## config.mk

```make
export PLATFORM = sky130hd
export DESIGN_NAME = crc4_frame_encoder
export DESIGN_NICKNAME = d
export VERILOG_FILES = /design/src/rtl/crc4_frame_encoder.sv
export SDC_FILE = /design/constraint.sdc
export NUM_CORES = 1
export LEC_CHECK = 0
export ABC_AREA = 1
export CAP_MARGIN = 0
export CORE_MARGIN = 1
export CORE_UTILIZATION = 40
export CTS_CLUSTER_SIZE = 16
export DETAILED_ROUTE_END_ITERATION = 10
export PLACE_DENSITY_LB_ADDON = 0.25
export SYNTH_ARGS = -nofsm -noshare
export SYNTH_HDL_FRONTEND = slang
export SYNTH_SLANG_ARGS = --single-unit
```

## constraint.sdc

```tcl
create_clock -name clock -period 5.6 [get_ports clock]
set_input_delay 0.56 -clock clock [delete_from_list [all_inputs] [get_ports clock]]
set_output_delay 0.56 -clock clock [all_outputs]
set_load 0.1 [all_outputs]
```

## src/rtl/crc4_frame_encoder.sv

```systemverilog
// Serial CRC-4 (x^4+x+1) frame encoder: latches a 64-bit payload and channel tag,
// folds BITS_PER_CYCLE payload bits per clock into the CRC, then holds {data, crc, chan} on valid/ready.
module crc4_frame_encoder #(
    parameter int          BITS_PER_CYCLE = 1,
    parameter logic [3:0]  CRC_INIT       = 4'h0,
    parameter int          CNT_W          = 16
) (
    input  logic             clock,
    input  logic             reset,
    input  logic             in_valid,
    output logic             in_ready,
    input  logic [63:0]      in_data,
    input  logic [3:0]       in_chan,
    output logic             out_valid,
    input  logic             out_ready,
    output logic [63:0]      out_data,
    output logic [3:0]       out_crc,
    output logic [3:0]       out_chan,
    output logic             busy,
    output logic [CNT_W-1:0] frame_count
);

    localparam int BPC   = BITS_PER_CYCLE;
    localparam int BEATS = 64 / BPC;

    generate
        if (!(BPC == 1 || BPC == 2 || BPC == 4 || BPC == 8)) begin : g_bad_bpc
            $error("crc4_frame_encoder: BITS_PER_CYCLE must be 1, 2, 4 or 8");
        end
    endgenerate

    typedef enum logic [1:0] {
        S_IDLE,
        S_SHIFT,
        S_DONE
    } state_t;

    state_t             state_q;
    logic [63:0]        shift_q;
    logic [3:0]         crc_q;
    logic [3:0]         crc_d;
    logic [6:0]         beat_q;
    logic [63:0]        out_data_q;
    logic [3:0]         out_crc_q;
    logic [3:0]         out_chan_q;
    logic               out_valid_q;
    logic [CNT_W-1:0]   count_q;

    // Folds a group of bits into the CRC, oldest (highest index) bit first.
    function automatic logic [3:0] crc_step(input logic [3:0] c, input logic [BPC-1:0] bits);
        logic [3:0] r;
        logic       fb;
        r = c;
        for (int i = BPC - 1; i >= 0; i--) begin
            fb = r[3] ^ bits[i];
            r  = {r[2:0], 1'b0} ^ (fb ? 4'h3 : 4'h0);
        end
        return r;
    endfunction

    always_comb begin
        crc_d = crc_step(crc_q, shift_q[63 -: BPC]);
    end

    always_ff @(posedge clock or posedge reset) begin
        if (reset) begin
            state_q     <= S_IDLE;
            shift_q     <= '0;
            crc_q       <= '0;
            beat_q      <= '0;
            out_data_q  <= '0;
            out_crc_q   <= '0;
            out_chan_q  <= '0;
            out_valid_q <= 1'b0;
            count_q     <= '0;
        end else begin
            case (state_q)
                S_IDLE: begin
                    if (in_valid) begin
                        shift_q    <= in_data;
                        out_data_q <= in_data;
                        out_chan_q <= in_chan;
                        crc_q      <= CRC_INIT;
                        beat_q     <= '0;
                        state_q    <= S_SHIFT;
                    end
                end
                S_SHIFT: begin
                    crc_q   <= crc_d;
                    shift_q <= {shift_q[63-BPC:0], {BPC{1'b0}}};
                    beat_q  <= beat_q + 7'd1;
                    if (beat_q == 7'(BEATS - 1)) begin
                        // Result is published only here so out_crc never shows a partial value.
                        out_crc_q   <= crc_d;
                        out_valid_q <= 1'b1;
                        state_q     <= S_DONE;
                    end
                end
                S_DONE: begin
                    if (out_ready) begin
                        out_valid_q <= 1'b0;
                        count_q     <= count_q + {{(CNT_W-1){1'b0}}, 1'b1};
                        state_q     <= S_IDLE;
                    end
                end
                default: state_q <= S_IDLE;
            endcase
        end
    end

    // Gated by reset so the upstream never sees a ready while the block is held in reset.
    assign in_ready    = (state_q == S_IDLE) && !reset;
    assign busy        = (state_q != S_IDLE);
    assign out_valid   = out_valid_q;
    assign out_data    = out_data_q;
    assign out_crc     = out_crc_q;
    assign out_chan    = out_chan_q;
    assign frame_count = count_q;

endmodule

```

==> impl_metrics.yaml, run 1 <==
outcome:
  status: "completed"
cts:
  clock_sinks: 166
  postCtsSetupBuffers: 0
  cts.repair.resized: 0
  cts_buffers: 17
  cts_tree: "yes"
  clk_latency_ns: 0.42
  ctsRootBufferMaster: "clkbuf_16"
  clock_path_buffers: 2
  htreeDepth: 4
  clkTransAtPathRegs_ns: 0.06
  hold_buffers: 0
finish:
  diodes: 0
  multi_input_area_mm2: 0.00219
  syn_to_final_growth_pct: 35.9
  n_fill_cell: 1442
  fin_nets: 957
  ff_latch_area_mm2: 0.00415
  drive_above_1_share_pct: 5.58
routing:
  met1_length_um: 7060
  viasPerCell: 4.63
  top_layer_used: "met4"
  drtIter0Drc: 273
  drtPass1Iterations: 4
  antenna_left: 0
  wl_met2_um: 6640
  totalWireLength_um: 14600
  vias: 5148
  post_drt_wl_per_cell_um: 13.2
  drc_errors: 0
  wl_met3_um: 752
worst_setup_path:
  path_max_fanout: 2
  worst_ep_required_time_ns: 5.04
  cp_cell_sequence: "clkdlybuf4s50_1 -> nor2_1 -> clkdlybuf4s50_1"
  criticalPathCategory: "primary input to output port"
  crit_path_end_kind: "output port"
  crit_family: "buffers and inverters"
  crit_path_top_delay_cell: "clkdlybuf4s50_1"
  cp_common_cell: "clkdlybuf4s50_1"
  crit_buf_inv: 2
  cp-start-kind: "primary input"
  critical_path.max_stage_delay_ns: 1.14
  worst_ep_arrival_time_ns: 2.31
floorplan:
  rows: 46
  core_area_mm2: 0.0159
  die_h_um: 130
  start_util_pct: 41.2
  dieWidth_um: 130
  pin_count: 163
  fp.dieArea_mm2: 0.0169
grt:
  antenna_found_initial: 0
  first_global_vias: 5138
  grt_max_degree: 79
  grt_use_total_pct: 18.7
  overflow: 0
  grt_pass1_wl_um: 24600
logic_synthesis:
  syn_avg_cell_area_um2: 9.05
  dominantRegCellSynth: "dfrtp_1"
  async_flop_share_pct: 100
  yosysWarnings: 0
  synth-seq-area-share_pct: 63.3
  syn_area_mm2: 0.00656
  synth_fp_nets: 799
  synth_edf_count: 0
  postSynthCellCount: 725
  synth-seq-cells: 166
  synth_cell_types: 28
sta:
  whs_ns: 0.478
  fmax_ghz: 0.348
  fin_skew_ns: 0.00664
  maxSlewHeadroom_pct: 24.9
  tightestPinTransition_ns: 1.13
  layout_min_cycle_time_ns: 2.87
  rsz0062_at_grt: "false"
  maxSlewViolCount: 0
  setup_viol: 0
  hold_viol: 0
  fin_crit_sh_pct: 51.3
  fin_setup_tns_ns: 0
worst_hold_path:
  hold_class: "register to register"
place:
  dpl.hpwl_um: 9570
  placement.io_buffers: 162
  gp_congestion: 0.725
run:
  maxCapViolations: 0
metrics by stage:
step	setup slack [ns]	utilization (%)	cell area, um^2	cells
5_1_grt	2.45	55.9	8920	1112
4_1_cts	2.70	55.9	8920	1112
6_report	2.73	55.9	8920	1112
2_1_floorplan	0.550	-	6560	725
3_5_place_dp	2.31	52.4	8350	1080
3_3_place_gp	2.35	52.4	8350	1080
registers in the layout, indices dropped and copies added (netlist names):
register	flops
state_q	2
frame_count	16
beat_q	7
crc_q	4
out_chan	4
shift_q	64
out_data	64
out_valid	1
out_crc	4
final timing paths:
kind	end	slack (ns)	cells after the start	start
worst max-delay path	in_ready	2.73	3	reset
worst min-delay path	out_data[20]	0.48	2	out_data[20]
worst max register to register	shift_q[52]	2.91	7	state_q[1]
worst min register to register	out_data[20]	0.48	2	out_data[20]
max in group asynchronous	out_data[4]	3.81	3	reset
min in group asynchronous	frame_count[15]	0.67	2	reset
cell type report:
cell class	instances	area share, %
flip-flops and latches	166	46.6
multi-input cells	511	24.5
repair buffers	167	18.6
clock buffers	19	5.08
well taps	216	3.03
clock inverters	13	1.28
inverters	20	0.898
cell families (layout without fill, tap and decap cells):
kind of cell	count (synthesis)	after routing	share of synthesized area, %
buffers and inverters	48	219	3.39
AO/OA/AOI/OAI	18	18	1.54
adder cells (fa/ha/maj)	2	2	0.381
multiplexers	2	2	0.324
XOR/XNOR	12	12	1.60
flip-flops	166	166	63.3
AND/OR/NAND/NOR	477	477	29.5
synthesized netlist by cell type (2+ instances only):
master | instances | area [um^2]
nand2_1 | 380 | 1430
dfrtp_1 | 166 | 4150
nand3_1 | 68 | 340
nor2_1 | 17 | 63.8
inv_1 | 15 | 56.3
clkbuf_1 | 11 | 41.3
buf_2 | 7 | 35.0
xor2_1 | 7 | 61.3
o21ai_0 | 6 | 30.0
buf_1 | 5 | 18.8
inv_2 | 5 | 18.8
xnor2_1 | 5 | 43.8
buf_6 | 4 | 45.0
o21ai_1 | 4 | 20.0
nand2_2 | 3 | 18.8
o22ai_1 | 3 | 18.8
a21oi_1 | 2 | 10.0
ha_1 | 2 | 25.0
nand3_4 | 2 | 35.0
nand3b_1 | 2 | 15.0
nand4_1 | 2 | 12.5
nor3_1 | 2 | 10.0
o31ai_1 | 2 | 15.0
per-layer routing:
layer / vias up / track usage, %
li1: 2591 / -
met1: 2432 / 25.2
met2: 113 / 29.1
met3: 12 / 5.37
met4: 0 / 6.16
met5: - / 0
cell usage in the layout, fill, tap and decap left out, types with 3 or more instances in the layout:
cell type	count
clkinv_4	5
o22ai_1	3
xnor2_1	5
xor2_1	7
inv_6	6
dfrtp_1	166
nor2_1	17
nand2_1	380
nand3_1	68
inv_1	14
clkbuf_16	17
clkdlybuf4s50_1	162
inv_2	5
buf_4	5
o21ai_0	6
o21ai_1	4
nand2_2	3
worst register-to-register path, delay by kind of cell (launching register included):
kind | cells | cell delay, ns
simple gates | 4 | 0.73
flops | 1 | 0.42
buf+inv | 3 | 1.49
Power of run 1 is left out: the tool's default activity adds up to more than one toggle a clock period on the data nets, which glitch-free logic cannot reach.
==> run 2, diff against run 1 <==
==> constraint.sdc (replaced) <==
create_clock -name clock -period 2.4 [get_ports clock]
set_input_delay 0.24 -clock clock [delete_from_list [all_inputs] [get_ports clock]]
set_output_delay 0.24 -clock clock [all_outputs]
set_load 0.1 [all_outputs]
==> run 2 against run 1 <==
Flip-flop and latch count unchanged. Cell area decreased by 1.5%. Clock skew decreased by 0.0012 ns. Cell count increased by 0.18%. Worst setup slack got worse by 2.3 ns. Critical path type is now register to register. Critical endpoint is now shift_q[20]. Highest routed layer unchanged.
==> impl_metrics.yaml, run 2 (synthesis results as in run 1) <==
outcome:
  status: "completed"
cts:
  clkTransAtPathRegs_ns: 0.06
  clk_latency_ns: 0.42
  clock_sinks: 166
  cts_tree: "yes"
  hold_buffers: 0
  postCtsSetupBuffers: 0
  ctsRootBufferMaster: "clkbuf_16"
  clock_path_buffers: 2
  cts.repair.resized: 0
  htreeDepth: 4
  cts_buffers: 17
routing:
  vias: 5161
  drtPass1Iterations: 4
  totalWireLength_um: 14500
  post_drt_wl_per_cell_um: 13.0
  viasPerCell: 4.63
  antenna_left: 0
  drc_errors: 0
  drtIter0Drc: 279
sta:
  fin_setup_tns_ns: 0
  fin_skew_ns: 0.00549
  hold_viol: 0
  layout_min_cycle_time_ns: 2.00
  fin_crit_sh_pct: 83.3
  maxSlewViolCount: 0
  setup_viol: 0
  fmax_ghz: 0.500
  tightestPinTransition_ns: 1.12
  maxSlewHeadroom_pct: 25.1
  rsz0062_at_grt: "false"
finish:
  fin_util_pct: 55.1
  diodes: 0
  fin_nets: 959
  drive_above_1_share_pct: 16.0
  syn_to_final_growth_pct: 33.8
  final_common_cell: "nand2_1"
  layout_common_cells: "nand2_1 (380), dfrtp_1 (166), buf_4 (96)"
floorplan:
  core_area_mm2: 0.0159
  dieWidth_um: 130
  pin_count: 163
  die_h_um: 130
  start_util_pct: 41.2
  rows: 46
  fp.dieArea_mm2: 0.0169
place:
  gp_congestion: 0.742
  dpl.hpwl_um: 9420
  placement.io_buffers: 162
worst_setup_path:
  criticalPathCategory: "register to register"
  rrSetupSlack_ns: 0.40
  worst_ep_arrival_time_ns: 2.35
  cp-start-kind: "register"
  path_max_fanout: 67
  critical_path.max_stage_delay_ns: 0.83
  cp_cell_sequence: "inv_2 -> nand2_2 -> nand2_2 -> inv_2 -> nand2_1 -> nand3_1"
  crit_path_end_kind: "register"
  crit_buf_inv: 2
  worst_ep_required_time_ns: 2.75
  crit_family: "buffers and inverters"
  crit_path_top_delay_cell: "inv_2"
grt:
  first_global_vias: 5059
  grt_pass1_wl_um: 24200
  antenna_found_initial: 0
  overflow: 0
  grt_max_degree: 83
  grt_use_total_pct: 18.6
worst_hold_path:
  hold_class: "primary input to asynchronous set/reset pin"
run:
  maxCapViolations: 0
==> run 2: final cells by class <==
cell class,instances,area (um^2)
clock inverter,14,176
timing repair buffer,169,1470
inverter,20,78.8
sequential,166,4150
clock buffer,18,439
fill,1437,7160
multi-input combinational,511,2190
tap,216,270
==> run 2: worst paths after layout <==
| path | end | cells after the start | start |
|---|---|---|---|
| worst max register to register | shift_q[20] | 6 | state_q[1] |
| worst max-delay path | shift_q[20] | 6 | state_q[1] |
| worst min register to register | out_data[2] | 2 | out_data[2] |
| max in group asynchronous | shift_q[41] | 3 | reset |
| worst min-delay path | frame_count[5] | 2 | reset |
| min in group clock | out_chan[0] | 3 | in_chan[0] |
==> run 2: through the flow <==
| step | instance area [um^2] | hold slack (ns) | setup slack, ns | cells |
|---|---|---|---|---|
| after floorplan | 6570 | 0.326 | 0.0172 | 725 |
| after global placement | 8160 | 0.462 | 0.273 | 1082 |
| after detailed placement | 8160 | 0.467 | 0.278 | 1082 |
| after CTS | 8780 | 0.182 | 0.348 | 1114 |
| after global routing | 8780 | 0.197 | 0.177 | 1114 |
| final | 8780 | 0.187 | 0.400 | 1114 |
==> run 2: routing by layer <==
metal | global-route usage (%) | vias to the layer above | part of all wire [%]
met5 | 0 | - | 0
met4 | 7.25 | 0 | 1.7
li1 | - | 2589 | -
met3 | 5.29 | 18 | 5.8
met2 | 29.1 | 122 | 46
met1 | 24.4 | 2432 | 46
==> run 2: worst reg2reg max path: stages, from the launching register on <==
cell and delay (ns):
dfrtp_1 0.42, inv_2 0.09, nand2_2 0.16, nand2_2 0.14
inv_2 0.83, nand2_1 0.16, nand3_1 0.13
Power of run 2 is left out for the same reason.
==> run 3, diff against run 2 <==
==> constraint.sdc (replaced) <==
create_clock -name clock -period 1.75 [get_ports clock]
set_input_delay 0.175 -clock clock [delete_from_list [all_inputs] [get_ports clock]]
set_output_delay 0.175 -clock clock [all_outputs]
set_load 0.1 [all_outputs]
==> run 3 against run 2 <==
Sequential share of layout area fell by 1.1 points. Wire length rose by 1.6%. Global-route usage rose by 0.25 points. Die area did not move. Flip-flop and latch count did not move. Hold slack improved by 0.10 ns. Register-to-register slack got worse by 0.12 ns. Critical path depth fell by 2. Via count rose by 0.45%. Non-clock buffer count rose by 6.
==> impl_metrics.yaml, run 3 (synthesis results as in run 1) <==
grt:
  use_met3_pct: 5.13
  grt.busiest_layer: "met2"
  met1_usage_pct: 25.4
  first_global_vias: 5120
  antenna_found_initial: 0
  globalRouteMet2Util_pct: 29.3
  overflow: 0
  grt_pass1_wl_um: 24600
  grt_max_degree: 97
  grt_use_total_pct: 18.8
finish:
  layout_common_cells: "nand2_1 (379), dfrtp_1 (166), buf_4 (92)"
  drive_above_1_share_pct: 16.5
  final_design_area_no_fill_mm2: 0.00899
  n_fill_cell: 1432
  diodes: 0
  fin_util_pct: 56.4
  final_common_cell: "nand2_1"
  fin_nets: 965
  syn_to_final_growth_pct: 37.0
sta:
  fmax_ghz: 0.634
  rsz0062_at_grt: "false"
  tightestPinTransition_ns: 0.515
  hold_viol: 0
  setup_viol: 0
  layout_min_cycle_time_ns: 1.58
  maxSlewHeadroom_pct: 65.7
  fin_skew_ns: 0.00818
  maxSlewViolCount: 0
  fin_crit_sh_pct: 90.1
cts:
  hold_buffers: 0
  cts_buffers: 17
  postCtsSetupBuffers: 0
  htreeDepth: 4
  clock_sinks: 166
  ctsRootBufferMaster: "clkbuf_16"
  clock_path_buffers: 2
  clk_latency_ns: 0.42
  cts_tree: "yes"
  clkTransAtPathRegs_ns: 0.06
worst_setup_path:
  rrSetupSlack_ns: 0.28
  critical_path.max_stage_delay_ns: 0.43
  criticalPathCategory: "register to output port"
  r2r-end: "beat_q[5]"
  cp_cell_sequence: "inv_2 -> nand2_2 -> nor2_4 -> buf_12"
  worst_ep_arrival_time_ns: 1.40
  worst_ep_required_time_ns: 1.57
  crit_path_top_delay_cell: "dfrtp_1"
  crit_path_end_kind: "output port"
  cp-start-kind: "register"
  r2r_start: "state_q[1]"
  path_max_fanout: 4
  r2r.worst_path.cells: 6
run:
  maxCapViolations: 0
floorplan:
  dieWidth_um: 130
  core_area_mm2: 0.0159
  die_h_um: 130
  pin_count: 163
  start_util_pct: 41.2
  rows: 46
  fp.dieArea_mm2: 0.0169
worst_hold_path:
  hold_class: "primary input to register"
  holdCritStartpoint: "in_chan[0]"
  holdPathEnd: "out_chan[0]"
  holdPathStages: 3
routing:
  totalWireLength_um: 14700
  viasPerCell: 4.63
  vias: 5184
  drc_errors: 0
  antenna_left: 0
  drtPass1Iterations: 4
  drtIter0Drc: 271
  post_drt_wl_per_cell_um: 13.1
place:
  place_area_mm2: 0.00834
  dpl.hpwl_um: 9770
  gp_congestion: 0.748
  placement.io_buffers: 162
outcome:
  status: "completed"
## run 3: cell count changes in the layout (fill, tap and decap cells not counted), sizes merged
cell	delta
buf	+6
bufinv	+2
clkbuf	+3
clkinv	-1
clkinvlp	-3
inv	-1
## run 3: worst max-delay path: cells and delay by family, from the launching register on
family / cells / cell delay (ns)
simple gates: 2 / 0.25
flops: 1 / 0.43
buf+inv: 2 / 0.31
## run 3: stage by stage
stage	instances	hold WS (ns)	setup TNS, ns	worst slack, ns
2_1_floorplan	725	0.261	-91.08	-0.538
3_3_place_gp	1088	0.463	0	0.201
3_5_place_dp	1088	0.467	0	0.139
4_1_cts	1120	0.279	0	0.147
5_1_grt	1120	0.314	0	0.109
6_report	1120	0.292	0	0.173
## run 3: worst max-delay path by stage
| stage | slack (ns) | end | cells after the start | start |
|---|---|---|---|---|
| finish | 0.17 | in_ready | 4 | state_q[1] |
| global route | 0.11 | in_ready | 4 | state_q[1] |
| CTS | 0.15 | in_ready | 4 | state_q[1] |
| detailed placement | 0.14 | frame_count[15] | 8 | out_ready |
| global placement | 0.20 | frame_count[15] | 8 | out_ready |
| floorplan | -0.54 | beat_q[0] | 1 | reset |
## run 3: repair_timing
action | in CTS | in global routing
gates resized for setup | 0 | 1
endpoints found under the hold margin | 0 | 0
endpoints found under the setup margin | 0 | 4
## run 3: per-layer routing
layer	up-vias	routed length, um
li1	2607	-
met1	2439	7010
met2	125	6770
met3	13	778
met4	0	171
met5	-	0
## run 3: area by class of cell
cell class | count | area [um^2] | area share, %
flip-flops and latches | 166 | 4150 | 46.2
multi-input cells | 511 | 2200 | 24.5
repair buffers | 175 | 1640 | 18.3
clock buffers | 21 | 450 | 5.01
well taps | 216 | 270 | 3.01
clock inverters | 11 | 198 | 2.20
inverters | 20 | 78.8 | 0.876
Power of run 3 is left out for the same reason.
